### src/rtl/fifo_uart_pkg.sv
// Shared state encoding and frame constants for the FIFO-fed serial transmitter.
package fifo_uart_pkg;

  typedef enum logic [2:0] {
    IDLE,
    POP,
    LOAD,
    START,
    DATA,
    STOP
  } state_e;

  localparam int FRAME_BITS = 10;
  localparam int DATA_W     = 8;

endpackage

### src/rtl/baud_tick_gen.sv
// Bit-period divider: a down-counter that raises bit_done for one cycle every CLKS_PER_BIT cycles.
module baud_tick_gen #(
  parameter int unsigned CLKS_PER_BIT = 4
) (
  input  logic clock,
  input  logic reset,
  input  logic clear,
  output logic bit_done
);

  localparam logic [15:0] RELOAD = 16'(CLKS_PER_BIT - 1);

  logic [15:0] cnt_q, cnt_d;

  // Clearing reloads the full period so the first tick lands CLKS_PER_BIT cycles later.
  always_comb begin
    cnt_d = cnt_q - 16'd1;
    if (clear || (cnt_q == 16'd0)) begin
      cnt_d = RELOAD;
    end
  end

  always_ff @(posedge clock) begin
    if (reset) begin
      cnt_q <= 16'd0;
    end else begin
      cnt_q <= cnt_d;
    end
  end

  assign bit_done = (cnt_q == 16'd0);

endmodule

### src/rtl/fifo_uart_tx.sv
// FIFO read-side consumer: pops one byte at a time and sends it as an 8N1 frame on txd.
module fifo_uart_tx #(
  parameter int unsigned CLKS_PER_BIT = 4,
  parameter int unsigned DATA_W       = fifo_uart_pkg::DATA_W
) (
  input  logic              clock,
  input  logic              reset,
  input  logic              enable,
  input  logic              fifo_empty,
  input  logic [DATA_W-1:0] fifo_data,
  output logic              fifo_rn,
  output logic              txd,
  output logic              busy,
  output logic [15:0]       frame_count
);

  import fifo_uart_pkg::*;

  // Index of the final data bit: everything in a frame except start and stop.
  localparam logic [2:0] LAST_BIT = 3'(FRAME_BITS - 3);

  state_e            state_q, state_d;
  logic [DATA_W-1:0] shift_q, shift_d;
  logic [2:0]        bit_idx_q, bit_idx_d;
  logic [15:0]       frame_count_q, frame_count_d;
  logic              txd_q, txd_d;
  logic              fifo_rn_q, fifo_rn_d;
  logic              busy_q, busy_d;
  logic              bit_done;
  logic              baud_clear;

  baud_tick_gen #(
    .CLKS_PER_BIT(CLKS_PER_BIT)
  ) u_baud (
    .clock   (clock),
    .reset   (reset),
    .clear   (baud_clear),
    .bit_done(bit_done)
  );

  always_comb begin
    state_d       = state_q;
    shift_d       = shift_q;
    bit_idx_d     = bit_idx_q;
    frame_count_d = frame_count_q;
    baud_clear    = 1'b0;

    case (state_q)
      IDLE: begin
        if (enable && !fifo_empty) begin
          state_d = POP;
        end
      end
      POP: begin
        state_d = LOAD;
      end
      LOAD: begin
        shift_d    = fifo_data;
        baud_clear = 1'b1;
        state_d    = START;
      end
      START: begin
        if (bit_done) begin
          bit_idx_d = 3'd0;
          state_d   = DATA;
        end
      end
      DATA: begin
        if (bit_done) begin
          shift_d   = {1'b0, shift_q[DATA_W-1:1]};
          bit_idx_d = bit_idx_q + 3'd1;
          if (bit_idx_q == LAST_BIT) begin
            state_d = STOP;
          end
        end
      end
      STOP: begin
        if (bit_done) begin
          frame_count_d = frame_count_q + 16'd1;
          state_d       = IDLE;
        end
      end
      default: begin
        state_d = IDLE;
      end
    endcase

    // Outputs are decoded from the next state so the pins come straight from flops.
    fifo_rn_d = (state_d == POP);
    busy_d    = (state_d != IDLE);
    case (state_d)
      START:   txd_d = 1'b0;
      DATA:    txd_d = shift_d[0];
      default: txd_d = 1'b1;
    endcase
  end

  always_ff @(posedge clock) begin
    if (reset) begin
      state_q       <= IDLE;
      shift_q       <= '0;
      bit_idx_q     <= 3'd0;
      frame_count_q <= 16'd0;
      txd_q         <= 1'b1;
      fifo_rn_q     <= 1'b0;
      busy_q        <= 1'b0;
    end else begin
      state_q       <= state_d;
      shift_q       <= shift_d;
      bit_idx_q     <= bit_idx_d;
      frame_count_q <= frame_count_d;
      txd_q         <= txd_d;
      fifo_rn_q     <= fifo_rn_d;
      busy_q        <= busy_d;
    end
  end

  assign fifo_rn     = fifo_rn_q;
  assign txd         = txd_q;
  assign busy        = busy_q;
  assign frame_count = frame_count_q;

endmodule

### config.mk
export PLATFORM = sky130hd
export DESIGN_NAME = fifo_uart_tx
export DESIGN_NICKNAME = d
export VERILOG_FILES = /design/src/rtl/fifo_uart_pkg.sv /design/src/rtl/baud_tick_gen.sv /design/src/rtl/fifo_uart_tx.sv
export SDC_FILE = /design/constraint.sdc
export NUM_CORES = 1
export LEC_CHECK = 0
export ABC_CLOCK_PERIOD_IN_PS = 2300
export CAP_MARGIN = 25
export CORE_MARGIN = 1
export CORE_UTILIZATION = 40
export DETAILED_ROUTE_END_ITERATION = 12
export GPL_TIMING_DRIVEN = 0
export PLACE_DENSITY = 0.71
export REMOVE_ABC_BUFFERS = 1
export SLEW_MARGIN = 0
export SYNTH_ARGS = -nofsm -noshare
export SYNTH_HDL_FRONTEND = slang
export SYNTH_SLANG_ARGS = --single-unit
### constraint.sdc
create_clock -name clock -period 2.3 [get_ports clock]
set_clock_uncertainty 0.15 [all_clocks]
set_input_delay 0.46 -clock clock [delete_from_list [all_inputs] [get_ports clock]]
set_output_delay 0.46 -clock clock [all_outputs]
set_load 0.02 [all_outputs]
==> flow_summary.html <==
<table>
<tr><th>Metric</th><th>Value</th></tr>
<tr><th colspan="2">Worst setup path</th></tr>
<tr><td>Arrival time worst endpoint</td><td>~2.4 ns</td></tr>
<tr><td>Terminus of the critical flop-to-flop path</td><td>frame_count[2]</td></tr>
<tr><td>Crit end category</td><td>flop</td></tr>
<tr><td>Worst setup path category</td><td>flop to flop</td></tr>
<tr><td>Startpoint kind of the worst setup timing path</td><td>flop</td></tr>
<tr><td>Largest fanout of any net on the critical path</td><td>4</td></tr>
<tr><td>Register-to-register setup slack</td><td>-0.02 ns</td></tr>
<tr><td>Reg-to-Reg Start</td><td>u_baud.cnt_q[0]</td></tr>
<tr><td>Required time reported for the critical path endpoint</td><td>2.39 ns</td></tr>
<tr><td>Depth of the most critical reg-to-reg path</td><td>8</td></tr>
<tr><th colspan="2">Power and ir drop</th></tr>
<tr><td>Maximum vdd drop</td><td>0.454 mV</td></tr>
<tr><td>Total power divided by cell area</td><td>between 1000 and 1500 mW/mm^2</td></tr>
<tr><td>Power share of the sequential group</td><td>0.388</td></tr>
<tr><td>Clock power frac</td><td>0.217</td></tr>
<tr><td>Leak</td><td>roughly 1.0 nW</td></tr>
<tr><td>Sum of internal, switching and leakage power</td><td>2.95 mW</td></tr>
<tr><td>Internal power component</td><td>1.87 mW</td></tr>
<tr><td>Share of total power in combinational logic</td><td>0.395</td></tr>
<tr><td>P_sw</td><td>~1.1 mW</td></tr>
<tr><td>Switching power as a share of total power</td><td>0.368</td></tr>
<tr><th colspan="2">Clocking</th></tr>
<tr><td>Clock insertion delay at the later pin of the skew report</td><td>about 0.3 ns</td></tr>
<tr><td>Clock Tree Buf Depth</td><td>2</td></tr>
<tr><td>Clock tree from TritonCTS</td><td>done</td></tr>
<tr><td>Max H-tree Level</td><td>2</td></tr>
<tr><td>Sink Count</td><td>between 40 and 50</td></tr>
<tr><td>Number of buffers added by the clock tree synthesis step</td><td>5</td></tr>
<tr><td>Root buffer cell</td><td>sky130_fd_sc_hd__clkbuf_8</td></tr>
<tr><td>Clock slew seen by the registers of the worst setup and hold paths</td><td>0.09 ns</td></tr>
<tr><th colspan="2">Floorplanning</th></tr>
<tr><td>Standard cell core area</td><td>about 0.0055 sq mm</td></tr>
<tr><td>Die area</td><td>0.00609 sq mm</td></tr>
<tr><td>Ports placed on the boundary</td><td>31</td></tr>
<tr><td>Site Rows</td><td>27</td></tr>
<tr><td>Effective utilization at floorplan</td><td>0.418</td></tr>
<tr><td>Die X-Extent</td><td>just under 80 um</td></tr>
<tr><td>Height of the die</td><td>78.1 um</td></tr>
<tr><th colspan="2">Global routing</th></tr>
<tr><td>Number of global-route vias before repair</td><td>1,899</td></tr>
<tr><td>Global routing usage summed across all routing layers</td><td>0.175</td></tr>
<tr><td>Largest net degree at the start of global routing</td><td>28</td></tr>
<tr><td>Global-route wire length before repair</td><td>between 8000 and 9000 um</td></tr>
<tr><td>Remaining Overflow, GRT</td><td>0</td></tr>
<tr><td>Antenna violations before repair</td><td>0</td></tr>
<tr><th colspan="2">Finish</th></tr>
<tr><td>Filler cell count</td><td>roughly 520</td></tr>
<tr><td>Ratio of cells with drive above 1 in the final layout</td><td>0.139</td></tr>
<tr><td>Finished Layout Cells</td><td>382</td></tr>
<tr><td>Most common library cell in the layout ignoring fill and taps</td><td>sky130_fd_sc_hd__dfxtp_1</td></tr>
<tr><td>Most used cells in the layout excluding fill and tap cells</td><td>47 x sky130_fd_sc_hd__dfxtp_1, 40 x sky130_fd_sc_hd__nor2_1, 30 x sky130_fd_sc_hd__clkdlybuf4s50_1, 24 x sky130_fd_sc_hd__nand2_1, 19 x sky130_fd_sc_hd__xnor2_1</td></tr>
<tr><td>Post-route core utilization</td><td>0.531</td></tr>
<tr><td>Seq. cell area</td><td>roughly 1000 sq um</td></tr>
<tr><td>Area delta synth-&gt;final</td><td>27.2%</td></tr>
<tr><td>Combined area of the multi-input logic cells</td><td>between 0.001 and 0.0015 sq mm</td></tr>
<tr><td>Layout net count</td><td>between 300 and 400</td></tr>
<tr><td>Diodes inserted</td><td>0</td></tr>
<tr><th colspan="2">Synthesis</th></tr>
<tr><td>Warnings, synthesis</td><td>0</td></tr>
<tr><td>Proportion of synthesized chip area in sequential cells</td><td>0.424</td></tr>
<tr><td>Synth area leader</td><td>sky130_fd_sc_hd__dfxtp_1</td></tr>
<tr><td>Count of flip-flops with a built-in enable after synthesis</td><td>0</td></tr>
<tr><td>Mean instance size in the synthesized netlist</td><td>8.47 sq um</td></tr>
<tr><td>Yosys cell types</td><td>between 40 and 50</td></tr>
<tr><td>Leading post-synthesis cells by cell area</td><td>sky130_fd_sc_hd__dfxtp_1 42%, sky130_fd_sc_hd__xnor2_1 7.2%, sky130_fd_sc_hd__nor2_1 6.7%</td></tr>
<tr><td>Most used DFF post-synth</td><td>sky130_fd_sc_hd__dfxtp_1</td></tr>
<tr><td>Total standard cell area after synthesis</td><td>between 0.002 and 0.0025 sq mm</td></tr>
<tr><td>Area share of the largest cell type after synthesis</td><td>0.424</td></tr>
<tr><td>Flops &amp; latches, synth</td><td>a little under 50</td></tr>
<tr><td>Share of synthesized flip-flops with an asynchronous set or reset</td><td>0</td></tr>
<tr><td>Count of mapped cells out of synthesis</td><td>around 270</td></tr>
<tr><th colspan="2">Route</th></tr>
<tr><td>Wire length after detailed routing</td><td>5190 um</td></tr>
<tr><td>First-pass detailed-route iteration total</td><td>4</td></tr>
<tr><td>Number of design rule violations left after detail routing</td><td>0</td></tr>
<tr><td>Iteration-0 DRC count of the detailed router</td><td>roughly 150</td></tr>
<tr><td>Total via count in the routed design</td><td>2,040</td></tr>
<tr><td>Average vias per placed instance</td><td>between 5 and 6</td></tr>
<tr><td>Residual antenna-violating net count after detailed routing</td><td>0</td></tr>
<tr><td>Routed len/inst</td><td>~14 um</td></tr>
<tr><th colspan="2">Timing</th></tr>
<tr><td>Finish-stage setup viols</td><td>1</td></tr>
<tr><td>Transition at the pin with the smallest max-transition slack</td><td>0.752 ns</td></tr>
<tr><td>Final number of hold-violating endpoints</td><td>0</td></tr>
<tr><td>Final worst-path cycle share</td><td>1.01</td></tr>
<tr><td>Setup repair after global routing missed its margin</td><td>true</td></tr>
<tr><td>Post-layout worst setup margin</td><td>-0.0180 ns</td></tr>
<tr><td>Final Max Tran Viols</td><td>0</td></tr>
<tr><td>Final-layout setup total negative slack</td><td>-0.0180 ns</td></tr>
<tr><td>Crit path time final</td><td>between 2 and 2.5 ns</td></tr>
<tr><td>Worst max-slew margin expressed relative to the limit</td><td>0.497</td></tr>
<tr><td>Fmax</td><td>~430 MHz</td></tr>
<tr><th colspan="2">Outcome</th></tr>
<tr><td>Result of the run</td><td>complete, but fails checks</td></tr>
<tr><td>Failing checks</td><td>negative setup slack</td></tr>
<tr><th colspan="2">Min path</th></tr>
<tr><td>Hold wc startpoint</td><td>bit_idx_q[2]</td></tr>
<tr><td>Type of the tightest min-delay check</td><td>flop to flop</td></tr>
<tr><td>Hold Path Sink</td><td>bit_idx_q[2]</td></tr>
<tr><td>Worst hold stages</td><td>2</td></tr>
<tr><th colspan="2">Placed design</th></tr>
<tr><td>Worst setup slack after placement</td><td>-0.350 ns</td></tr>
<tr><td>Port Buffers</td><td>30</td></tr>
<tr><td>Instance count after placement with tap cells included</td><td>363</td></tr>
<tr><td>DPL Wire Length</td><td>around 3300 um</td></tr>
<tr><td>Final RePlAce weighted congestion</td><td>around 0.77</td></tr>
<tr><th colspan="2">Job</th></tr>
<tr><td>Max-cap violation count</td><td>0</td></tr>
</table>
==> registers in the layout, summed over array words and instances, names as in the netlist <==
signal and count:
shift_q 8, txd 1, u_baud.cnt_q 16, frame_count 16
state_q 3, busy 1, fifo_rn 1, bit_idx_q 3
==> logic make-up (layout without fill, tap and decap cells) <==
group,after synthesis,count (layout),synth area share
and+or+nand+nor,135,136,0.313
buffers and inverters,19,55,0.0373
AOI/OAI and AO/OA,43,43,0.117
DFF,49,49,0.424
xor gates and xnor gates,23,23,0.0871
adders and majority gates,4,4,0.0216
==> per-layer routing <==
layer  up-vias  part of all wire  track usage
li1       1043                 -            -
met1       947              0.46        0.217
met2        42              0.49        0.299
met3         8             0.041       0.0372
met4         0             0.011       0.0630
met5         -                 0            0
==> layout make-up <==
| cell class | count | area share |
|---|---|---|
| Multi-Input combinational cell | 206 | 0.449 |
| Sequential cell | 49 | 0.334 |
| Timing Repair Buffer | 41 | 0.139 |
| Tap cell | 72 | 0.0306 |
| Clock buffer | 7 | 0.0293 |
| Clock inverter | 1 | 0.0102 |
| Inverter | 6 | 0.00765 |
==> stage by stage <==
stage | area, sq um | hold WS [ns]
after global placement | 2640 | 0.303
after global routing | 2940 | 0.404
after CTS | 2860 | 0.351
final | 2940 | 0.372
after detailed placement | 2670 | 0.309
after floorplan | 2250 | 0.274
==> power by group through the flow <==
stage	registers (mW)	logic [mW]	clock network, mW
floorplan	1.12	0.745	0
global placement	1.14	0.917	0
detailed placement	1.15	0.943	0
CTS	1.13	1.05	0.652
global route	1.17	1.28	0.693
finish	1.15	1.17	0.640
==> worst max-delay path by stage <==
stage,start,endpoint,slack (ns),depth (start not counted)
after floorplan,u_baud.cnt_q[0],u_baud.cnt_q[10],0.03,7
after global placement,reset,u_baud.cnt_q[5],-0.55,3
after detailed placement,u_baud.cnt_q[0],u_baud.cnt_q[11],-0.35,7
after CTS,u_baud.cnt_q[0],shift_q[4],0.02,8
after global routing,u_baud.cnt_q[0],txd,-0.1,8
final,u_baud.cnt_q[0],frame_count[2],-0.02,8
==> worst max-delay path, cell delays in order (launching register included) <==
cell	delay (ns)
sky130_fd_sc_hd__dfxtp_2	0.34
sky130_fd_sc_hd__inv_2	0.09
sky130_fd_sc_hd__ha_4	0.15
sky130_fd_sc_hd__or4b_4	0.49
sky130_fd_sc_hd__nor3_4	0.28
sky130_fd_sc_hd__buf_6	0.15
sky130_fd_sc_hd__nand4_4	0.11
sky130_fd_sc_hd__or3_1	0.38
sky130_fd_sc_hd__a21oi_1	0.12
==> synth_stat cells (2+ instances only) <==
library cell,number
sky130_fd_sc_hd__a31o_2,2
sky130_fd_sc_hd__nor2_1,41
sky130_fd_sc_hd__o21ai_0,11
sky130_fd_sc_hd__and3_1,2
sky130_fd_sc_hd__nor4b_1,3
sky130_fd_sc_hd__nand2b_1,5
sky130_fd_sc_hd__and4_1,2
sky130_fd_sc_hd__nor2b_1,3
sky130_fd_sc_hd__inv_1,6
sky130_fd_sc_hd__xnor2_1,19
sky130_fd_sc_hd__dfxtp_1,49
sky130_fd_sc_hd__clkbuf_1,7
sky130_fd_sc_hd__a22oi_1,2
sky130_fd_sc_hd__xor2_1,4
sky130_fd_sc_hd__or3_1,5
sky130_fd_sc_hd__nand4_1,8
sky130_fd_sc_hd__nor4_1,6
sky130_fd_sc_hd__ha_1,4
sky130_fd_sc_hd__a221oi_1,6
sky130_fd_sc_hd__nand2_1,24
sky130_fd_sc_hd__a21oi_1,15
sky130_fd_sc_hd__nor3_1,17
sky130_fd_sc_hd__nand3_1,7
sky130_fd_sc_hd__buf_2,3
sky130_fd_sc_hd__a31oi_1,2
==> timing repair <==
item                                    in CTS  in global routing
setup buffers                                6                  4
endpoints found under the setup margin      43                 37
hold buffers                                 0                  0
cloned                                       0                  1
gates resized for setup                      6                 13
pin swaps                                    4                  7
No activity file was read; power rests on OpenSTA's default activity.
